==> src/rtl/decoder_pkg.sv <==
// Shared widths, FSM state encoding and the index-to-one-hot helper
// for the one-hot strobe decoder.
package decoder_pkg;
  localparam int IDX_W = 3;
  localparam int OUT_W = 8;
  localparam int CNT_W = 8;

  typedef enum logic [1:0] {
    ST_IDLE   = 2'd0,
    ST_ACTIVE = 2'd1,
    ST_GAP    = 2'd2
  } state_t;

  function automatic logic [OUT_W-1:0] onehot(input logic [IDX_W-1:0] idx);
    logic [OUT_W-1:0] r;
    r      = '0;
    r[idx] = 1'b1;
    return r;
  endfunction
endpackage

==> src/rtl/onehot_strobe_decoder_if.sv <==
// Request handshake plus strobe outputs of the one-hot strobe decoder.
// Handshake: a request is taken on a rising edge where in_valid && in_ready;
// in_idx must be stable while in_valid is high; in_ready never depends on in_valid.
interface onehot_strobe_decoder_if;
  import decoder_pkg::*;

  logic             in_valid;
  logic [IDX_W-1:0] in_idx;
  logic             in_ready;
  logic [OUT_W-1:0] y;
  logic             busy;
  logic             done;
  state_t           state;

  modport master (output in_valid, in_idx,
                  input  in_ready, y, busy, done, state);
  modport slave  (input  in_valid, in_idx,
                  output in_ready, y, busy, done, state);
endinterface

==> src/rtl/onehot_dec_3to8.sv <==
// Purely combinational 3-bit index to 8-bit one-hot core.
module onehot_dec_3to8
  import decoder_pkg::*;
(
  input  logic [IDX_W-1:0] idx,
  output logic [OUT_W-1:0] y
);
  assign y = onehot(idx);
endmodule

==> src/rtl/onehot_strobe_decoder.sv <==
// Sequential 3-to-8 strobe decoder: each accepted index drives its one-hot line
// for HOLD cycles, then the bus idles for GAP cycles; one request may wait in a pending slot.
module onehot_strobe_decoder
  import decoder_pkg::*;
#(
  parameter int HOLD = 4,
  parameter int GAP  = 1
) (
  input  logic clk,
  input  logic rst,
  onehot_strobe_decoder_if.slave bus
);
  generate
    if (HOLD < 1 || HOLD > 255 || GAP < 0 || GAP > 255) begin : g_bad_param
      $error("onehot_strobe_decoder: HOLD must be 1..255 and GAP 0..255");
    end
  endgenerate

  localparam logic [CNT_W-1:0] HOLD_M1 = CNT_W'(HOLD - 1);
  localparam logic [CNT_W-1:0] GAP_M1  = CNT_W'((GAP > 0) ? GAP - 1 : 0);

  state_t           state, nxt_state;
  logic [CNT_W-1:0] cnt, nxt_cnt;
  logic [OUT_W-1:0] y_q, nxt_y, dec_y;
  logic             busy_q, done_q, nxt_done;
  logic             pend_valid;
  logic [IDX_W-1:0] pend_idx;
  logic             accept, have_next, load;
  logic [IDX_W-1:0] next_idx;

  assign accept    = bus.in_valid && !pend_valid;
  assign have_next = pend_valid || accept;
  // The pending entry is always older than a new request, so it goes first.
  assign next_idx  = pend_valid ? pend_idx : bus.in_idx;

  onehot_dec_3to8 u_dec (
    .idx (next_idx),
    .y   (dec_y)
  );

  always_comb begin
    nxt_state = state;
    nxt_cnt   = cnt;
    nxt_done  = 1'b0;
    load      = 1'b0;
    case (state)
      ST_IDLE: begin
        if (have_next) load = 1'b1;
      end
      ST_ACTIVE: begin
        if (cnt != '0) begin
          nxt_cnt = cnt - 1'b1;
        end else begin
          nxt_done = 1'b1;
          if (GAP > 0) begin
            nxt_state = ST_GAP;
            nxt_cnt   = GAP_M1;
          end else if (have_next) begin
            load = 1'b1;
          end else begin
            nxt_state = ST_IDLE;
          end
        end
      end
      ST_GAP: begin
        if (cnt != '0)     nxt_cnt   = cnt - 1'b1;
        else if (have_next) load     = 1'b1;
        else                nxt_state = ST_IDLE;
      end
      default: nxt_state = ST_IDLE;
    endcase
    if (load) begin
      nxt_state = ST_ACTIVE;
      nxt_cnt   = HOLD_M1;
    end
    nxt_y = load ? dec_y : ((nxt_state == ST_ACTIVE) ? y_q : '0);
  end

  always_ff @(posedge clk) begin
    if (rst) begin
      state      <= ST_IDLE;
      cnt        <= '0;
      y_q        <= '0;
      busy_q     <= 1'b0;
      done_q     <= 1'b0;
      pend_valid <= 1'b0;
      pend_idx   <= '0;
    end else begin
      state  <= nxt_state;
      cnt    <= nxt_cnt;
      y_q    <= nxt_y;
      busy_q <= (nxt_state != ST_IDLE);
      done_q <= nxt_done;
      // A load with an empty slot consumes this cycle's request directly.
      if (load && pend_valid) begin
        pend_valid <= 1'b0;
      end else if (accept && !load) begin
        pend_valid <= 1'b1;
        pend_idx   <= bus.in_idx;
      end
    end
  end

  assign bus.in_ready = !pend_valid;
  assign bus.y        = y_q;
  assign bus.busy     = busy_q;
  assign bus.done     = done_q;
  assign bus.state    = state;
endmodule

==> src/flat_wrapper.sv <==
// flat-port wrapper written by rule: the top's interface ports become plain ports
module onehot_strobe_decoder_flat import decoder_pkg::*;
#(
  parameter int HOLD = 4,
  parameter int GAP  = 1
)
  (clk, rst, bus_in_valid, bus_in_idx, bus_in_ready, bus_y, bus_busy, bus_done, bus_state);
  onehot_strobe_decoder_if bus_i ();
  input  logic clk;
  input  logic rst;
  input wire logic [$bits(bus_i.in_valid)-1:0] bus_in_valid;
  input wire logic [$bits(bus_i.in_idx)-1:0] bus_in_idx;
  output wire logic [$bits(bus_i.in_ready)-1:0] bus_in_ready;
  output wire logic [$bits(bus_i.y)-1:0] bus_y;
  output wire logic [$bits(bus_i.busy)-1:0] bus_busy;
  output wire logic [$bits(bus_i.done)-1:0] bus_done;
  output wire logic [$bits(bus_i.state)-1:0] bus_state;
  assign bus_i.in_valid = bus_in_valid;
  assign bus_i.in_idx = bus_in_idx;
  assign bus_in_ready = bus_i.in_ready;
  assign bus_y = bus_i.y;
  assign bus_busy = bus_i.busy;
  assign bus_done = bus_i.done;
  assign bus_state = bus_i.state;
  onehot_strobe_decoder #(.HOLD(HOLD), .GAP(GAP)) u_core (.clk(clk), .rst(rst), .bus(bus_i));
endmodule
==> config.mk <==
export PLATFORM = sky130hd
export DESIGN_NAME = onehot_strobe_decoder_flat
export DESIGN_NICKNAME = d
export VERILOG_FILES = /design/src/rtl/decoder_pkg.sv /design/src/rtl/onehot_strobe_decoder_if.sv /design/src/rtl/onehot_dec_3to8.sv /design/src/rtl/onehot_strobe_decoder.sv /design/src/flat_wrapper.sv
export SDC_FILE = /design/constraint.sdc
export NUM_CORES = 1
export LEC_CHECK = 0
export CAP_MARGIN = 10
export CELL_PAD_IN_SITES_DETAIL_PLACEMENT = 1
export CELL_PAD_IN_SITES_GLOBAL_PLACEMENT = 2
export CORE_MARGIN = 2
export CORE_UTILIZATION = 33
export CTS_BUF_LIST = sky130_fd_sc_hd__clkbuf_4 sky130_fd_sc_hd__clkbuf_8
export CTS_CLUSTER_SIZE = 12
export DETAILED_ROUTE_END_ITERATION = 10
export MAX_ROUTING_LAYER = met4
export PLACE_DENSITY_LB_ADDON = 0.08
export SLEW_MARGIN = 5
export SYNTH_ARGS = -nofsm -noshare
export SYNTH_HDL_FRONTEND = slang
export SYNTH_HIERARCHICAL = 1
export SYNTH_SLANG_ARGS = --single-unit
==> constraint.sdc <==
create_clock -name clk -period 2.3 [get_ports clk]
set_clock_uncertainty 0.05 [all_clocks]
set_input_delay 0.46 -clock clk [delete_from_list [all_inputs] [get_ports clk]]
set_output_delay 0.46 -clock clk [all_outputs]
set_load 0.02 [all_outputs]
### Word-level counts from Yosys, hierarchy flattened

Cells that the tools add are included.

* output and inout port bits: 13
* word-level logic and storage cells: 55
* bits in registers: 24
* input port bits: 6

* reductions and logical operators: 18
* muxes and demuxes: 18
* eq/ne operators: 6
* bitwise gates (word level): 2
* add/subtract/negate cells: 1
* $lt $le $gt $ge: 2

Operators by type and width (number)
* 8-bit 2-to-1 mux: 4
* 8-bit one-hot mux with 2 select lines: 1
* 2-bit 2-to-1 mux: 5
* 8-bit nonzero test: 1
* 8-bit by 1-bit subtractor with 8-bit output, second input constant: 1
* 2-bit one-hot mux with 3 select lines: 1
* 2-bit AND reduction: 3
* 2-bit OR reduction: 3
* 2-bit by 1-bit equality test with 1-bit output, second input constant: 2
* 1-bit logical AND: 4
* 3-bit by 4-bit less-than comparator with 1-bit output, second input constant: 1
* 1-bit 2-to-1 mux: 4
* 2-bit by 1-bit != test with 1-bit output, second input constant: 2
* 2-bit nonzero test: 2
* 1-bit demux with 3-bit select: 1
* 3-bit by 1-bit >= comparator with 1-bit output, second input constant: 1
* 3-bit 2-to-1 mux: 1
* 3-bit by 1-bit != test with 1-bit output, second input constant: 1
* 3-bit nonzero test: 1
* 2-bit equality test, second input constant: 1
* 1-bit zero test: 2
* 2-bit zero test: 1
* 1-bit NOT: 2
* 1-bit one-hot mux with 2 select lines: 1
* 1-bit logical OR: 1

### Logic depth before layout (Yosys ltp)

* depth in word-level cells: 10
* gate-level depth with buffers: 7
* depth with buffers taken out: 6

### Modules after synthesis

Netlist, hierarchy kept.

Modules (own cells, without submodules)
* onehot_strobe_decoder: times used 1, sequential area each 480.5 sq um, cells each 126, area an instance 1149.9 sq um
* onehot_dec_3to8: times used 1, sequential area each 0.0 sq um, cells each 8, area an instance 65.1 sq um

### Worst setup path before layout

No wires, ideal clock.

* kind: register to register
* start: register u_core.cnt[0]
* end: register u_core.y_q[0] (netlist: u_core/bus.y[0])
* arrival: 1.724 ns
* path buffers: 1
* clock period less this slack: 1.840 ns
* required time: 2.184 ns
* path slack: 0.460 ns
* cell stages (with the launch flop): 8
* setup time: 0.066 ns
* cell sequence: dfxtp_1 -> inv_1 -> ha_1 -> nor3b_1 -> a21bo_2 -> buf_2 -> a32oi_1 -> nor2_1

* longest elaborated chain between the ends: 6
* elaborated cells between the ends (all ways): 10
* classes of those cells: eq/ne: 2; mux: 7; reduce/logical: 1

Ends and longest elaborated chain
* from (decl): line onehot_strobe_decoder.sv:23 `logic [CNT_W-1:0] cnt, nxt_cnt;`
* from (signal assigned): line onehot_strobe_decoder.sv:90 `cnt <= nxt_cnt;`
* 8-bit nonzero test (*): line onehot_strobe_decoder.sv:51, onehot_strobe_decoder.sv:66
* 2-bit 2-to-1 mux, or another cell as far along: line onehot_strobe_decoder.sv:66 `if (cnt != '0) nxt_cnt = cnt - 1'b1;`
* 2-bit one-hot mux with 3 select lines or 1-bit one-hot mux with 2 select lines (tied branches): line onehot_strobe_decoder.sv:46 `case (state)`
* 2-bit 2-to-1 mux: line onehot_strobe_decoder.sv:72 `if (load) begin`
* 2-bit by 1-bit equality test with 1-bit output: line onehot_strobe_decoder.sv:76 `nxt_y = load ? dec_y : ((nxt_state == ST_ACTIVE) ? y_q : '0);`
* 2-bit by 1-bit != test with 1-bit output (no source line)
* to (signal assigned): line onehot_strobe_decoder.sv:91 `y_q <= nxt_y;`
* to (decl): line onehot_strobe_decoder.sv:24 `logic [OUT_W-1:0] y_q, nxt_y, dec_y;`

Every way passes the cells marked *; elsewhere a longest branch is shown, timed or not.
A chain may end at the register's enable or synchronous reset.

### Worst setup path after layout

* start: register u_core.cnt[0]
* end: register u_core.pend_idx[1]

* longest elaborated chain between the ends: 6
* elaborated cells between the ends (all ways): 8
* classes of those cells: mux: 2; bitwise: 1; reduce/logical: 5

Ends and longest elaborated chain
* 8-bit nonzero test (*): line onehot_strobe_decoder.sv:51, onehot_strobe_decoder.sv:66
* 1-bit 2-to-1 mux (*): line onehot_strobe_decoder.sv:66
* 1-bit one-hot mux with 2 select lines (*): line onehot_strobe_decoder.sv:46
* 1-bit zero test or 1-bit logical AND (tied branches): line onehot_strobe_decoder.sv:97, onehot_strobe_decoder.sv:95
* 1-bit logical AND or 1-bit NOT (tied branches)
* 2-bit AND reduction (no source line) (*)
* to (signal assigned): line onehot_strobe_decoder.sv:99 `pend_idx <= bus.in_idx;`
* to (decl): line onehot_strobe_decoder.sv:27 `logic [IDX_W-1:0] pend_idx;`

Marks and branches as above.

==> PnR_summary.wiki <==
{| class="wikitable"
! Metric !! Value
|-
| Status || completed
|-
| Crit-path slowest cell || dfxtp_1
|-
| Clock transition at the register clock pins on the worst setup and hold paths after CTS || 80 ps
|-
| Setup fix buffers added after clock tree synthesis || 0
|-
| Most frequent cells after synthesis || dfxtp_1 (24), nor2_1 (13), nand2_1 (10)
|-
| Number of placement rows || 22
|-
| Unique cell type count in the Yosys netlist || 42
|-
| GP Congestion || about 0.77
|-
| Boundary pin count || 19
|-
| WS Path Type || reg2reg
|-
| Routed length per instance || 14.66 um
|-
| Largest voltage drop on the vdd net || 265.5 uV
|-
| Non-Filler Instances || 204
|-
| Worst hold-check slack || 418.4 ps
|-
| Cell area power density || 1134 mW/mm^2
|-
| GRT Resource Usage Total || 15.86%
|-
| Number of max-cap violations || 0
|-
| Layout cells sized above 1 || 16.67%
|-
| Largest fanout of any net on the critical path || 15
|-
| Worst Hold Class || reg2reg
|-
| Metal1 wirelength || 1330 um
|-
| Async SR Flop Fraction || 0%
|-
| RSZ-0062 raised after global routing || false
|-
| Maximum buffer depth of the clock tree || 2
|-
| Smallest setup slack after layout || 270.3 ps
|-
| Clk root buf || clkbuf_8
|-
| Detailed route wirelength on metal3 || 73 um
|-
| Area share of the largest cell type after synthesis || 39.55%
|-
| Total Power || 1.726 mW
|-
| Critical Path Start Type || register
|-
| Routed via count divided by cell count || ~5.3
|-
| Sort of element at the end of the critical path || register
|-
| Cts repair resizes || 0
|-
| Netlist area before placement || 0.001215 sq mm
|-
| Worst slack after detailed placement || 279.5 ps
|-
| Main area contributors after synthesis || dfxtp_1 (40%), a32oi_1 (6.5%), nor2_1 (4.0%)
|-
| Synthesized area per cell || 9.067 sq um
|-
| Final hold vios || 0
|-
| Fmax || 492.7 MHz
|-
| Slew @ Worst Pin || between 500 and 600 ps
|-
| Tmin final || 2030 ps
|-
| Relative area change from synthesis to final layout || 25.23%
|-
| Start point of the critical path || u_core/cnt[0]
|-
| Detailed Place HPWL || 2269 um
|-
| Remaining global-route overflow || 0
|-
| Total Wirelength || between 2000 and 3000 um
|-
| Static Leakage || 0.5616 nW
|-
| Count of port buffers added during placement || 18
|-
| Max Used Layer || met4
|-
| Number of nets at the end of the flow || between 150 and 200
|-
| Total CTS buffers || 3
|-
| Count of hold-fix buffers inserted at cts || 0
|-
| Floorplan die height || 64.68 um
|-
| Number of nets with antenna violations after detailed routing || 0
|-
| Start point of the worst hold path || u_core/pend_idx[0]
|-
| Number of inserted diodes || 0
|-
| Count of unresolved DRC violations after routing || 0
|-
| Number of global-route vias before repair || around 1100
|-
| Most common cell in the synthesized netlist || dfxtp_1
|-
| Delay of the slowest cell on the worst path || approximately 450 ps
|-
| Mapped Nets || 142
|-
| Cell type with the largest total area after synthesis || dfxtp_1
|-
| Max-slew violations || 0
|-
| Worst skew pair latency || 260 ps
|-
| Post-placement cell count || 201
|-
| Portion of the post-synthesis area used by sequential elements || 39.55%
|-
| Worst rel slew slack || between 60% and 70%
|-
| Post-synthesis register bit count || 24
|-
| Number of enable-type register cells in the synthesized netlist || 0
|-
| Number of sinks driven by the clock tree || 24
|-
| Post-route fraction of the period consumed by the critical path || about 88%
|-
| Ys flop type || dfxtp_1
|-
| Violation count after the first detailed-route iteration || 21
|-
| Total via count in the routed design || between 1000 and 1500
|-
| First drt pass iteration count || 4
|-
| H-tree levels || 1
|-
| Met2 wire length || 1545 um
|-
| Floorplan Core Area || 0.003606 sq mm
|-
| FF/Latch Area || 480.5 sq um
|-
| Count of endpoints failing setup in the final report || 0
|-
| Setup total negative slack || 0 ps
|-
| Number of antenna violations at the first check in global routing || 0
|-
| Fill cell instance count of the final layout || 407
|-
| Reg2Reg Launch Point || u_core/cnt[0]
|-
| Synth warn || 6
|-
| Initial standard-cell utilization of the core || 33.69%
|-
| Number of instances in the synthesized netlist || 134
|-
| Maximum number of pins on one net before global-route repair || 16
|-
| Wire length of the first global-routing pass || 5064 um
|-
| CP Data Arrival Time || 2170 ps
|-
| Sequence of cells on the critical path || inv_1 -> ha_1 -> nor3b_1 -> a21bo_2 -> a21oi_1 -> mux2i_1
|-
| Data required time of the critical path || 2440 ps
|-
| Width of the chip || roughly 65 um
|-
| Multi-input gate area in the final layout || 680.7 sq um
|-
| CTS tree || yes
|-
| Die Footprint || roughly 0.0042 sq mm
|}
[critical path: cells and delay by family, from the launching register on]
kind	cells	cell delay [ps]
mux	1	230
flops	1	450
buf+inv	1	120
fa+ha+maj	1	250
simple gates	1	160
compound gates	2	700
[power by group]
part / internal [mW] / total, mW / switching [mW]
registers: 0.494 / 0.579 / 0.0850
logic: 0.419 / 0.902 / 0.483
clock network: 0.117 / 0.245 / 0.128
total: 1.03 / 1.73 / 0.696
[cell usage in the layout (no fill, tap or decap), types with 2 or more instances in the layout]
| master | count |
|---|---|
| a211oi_1 | 3 |
| a21oi_1 | 9 |
| a311oi_1 | 2 |
| a31oi_1 | 2 |
| a32oi_1 | 9 |
| and3b_2 | 3 |
| buf_4 | 7 |
| clkbuf_8 | 3 |
| clkdlybuf4s50_1 | 18 |
| dfxtp_1 | 24 |
| ha_1 | 2 |
| inv_1 | 7 |
| mux2_2 | 3 |
| mux2i_1 | 4 |
| nand2_1 | 10 |
| nor2_1 | 13 |
| nor3_1 | 4 |
| nor3b_1 | 4 |
| o21ai_0 | 2 |
| o21ai_1 | 2 |
| o21ba_2 | 2 |
| or3_4 | 2 |
| xor2_1 | 2 |
[cell families after synthesis]
logic type | Yosys count | synth area share (%)
AND/OR/NAND/NOR | 46 | 22.25
AO/OA/AOI/OAI | 38 | 22.66
flip-flops | 24 | 39.55
buffers and inverters | 13 | 4.428
multiplexers | 7 | 6.076
XOR/XNOR | 3 | 2.163
adder cells (fa/ha/maj) | 3 | 2.883
[through the flow]
step                      util (%)  instance area (sq um)
final                        42.19                   1521
after CTS                    42.19                   1521
after detailed placement     41.05                   1480
after global routing         42.19                   1521
after floorplan                  -                   1215
after global placement       41.05                   1480
[final cells by class]
type / instances / area share (%)
multi-input combinational: 97 / 44.74
sequential: 24 / 31.58
timing repair buffer: 25 / 15.30
tap: 48 / 3.947
inverter: 7 / 1.727
clock buffer: 3 / 2.714
[metal layers]
metal | track usage, % | up-vias
li1 | - | 544
met1 | 17.78 | 519
met2 | 28.13 | 16
met3 | 2.083 | 4
met4 | 7.181 | 0
met5 | - | -
[flip-flops by register name, indices dropped and copies added, names as in the netlist]
name               flops
u_core/bus.busy        1
u_core/bus.done        1
u_core/bus.state       2
u_core/bus.y           8
u_core/cnt             8
u_core/pend_idx        3
u_core/pend_valid      1
[worst paths after layout]
check                        to  slack, ps  depth (start not counted)
max          u_core/pend_idx[1]        270                          6
min          u_core/pend_idx[0]        420                          2
max reg2reg  u_core/pend_idx[1]        270                          6
min reg2reg  u_core/pend_idx[0]        420                          2
No activity file was read; power rests on OpenSTA's default activity.
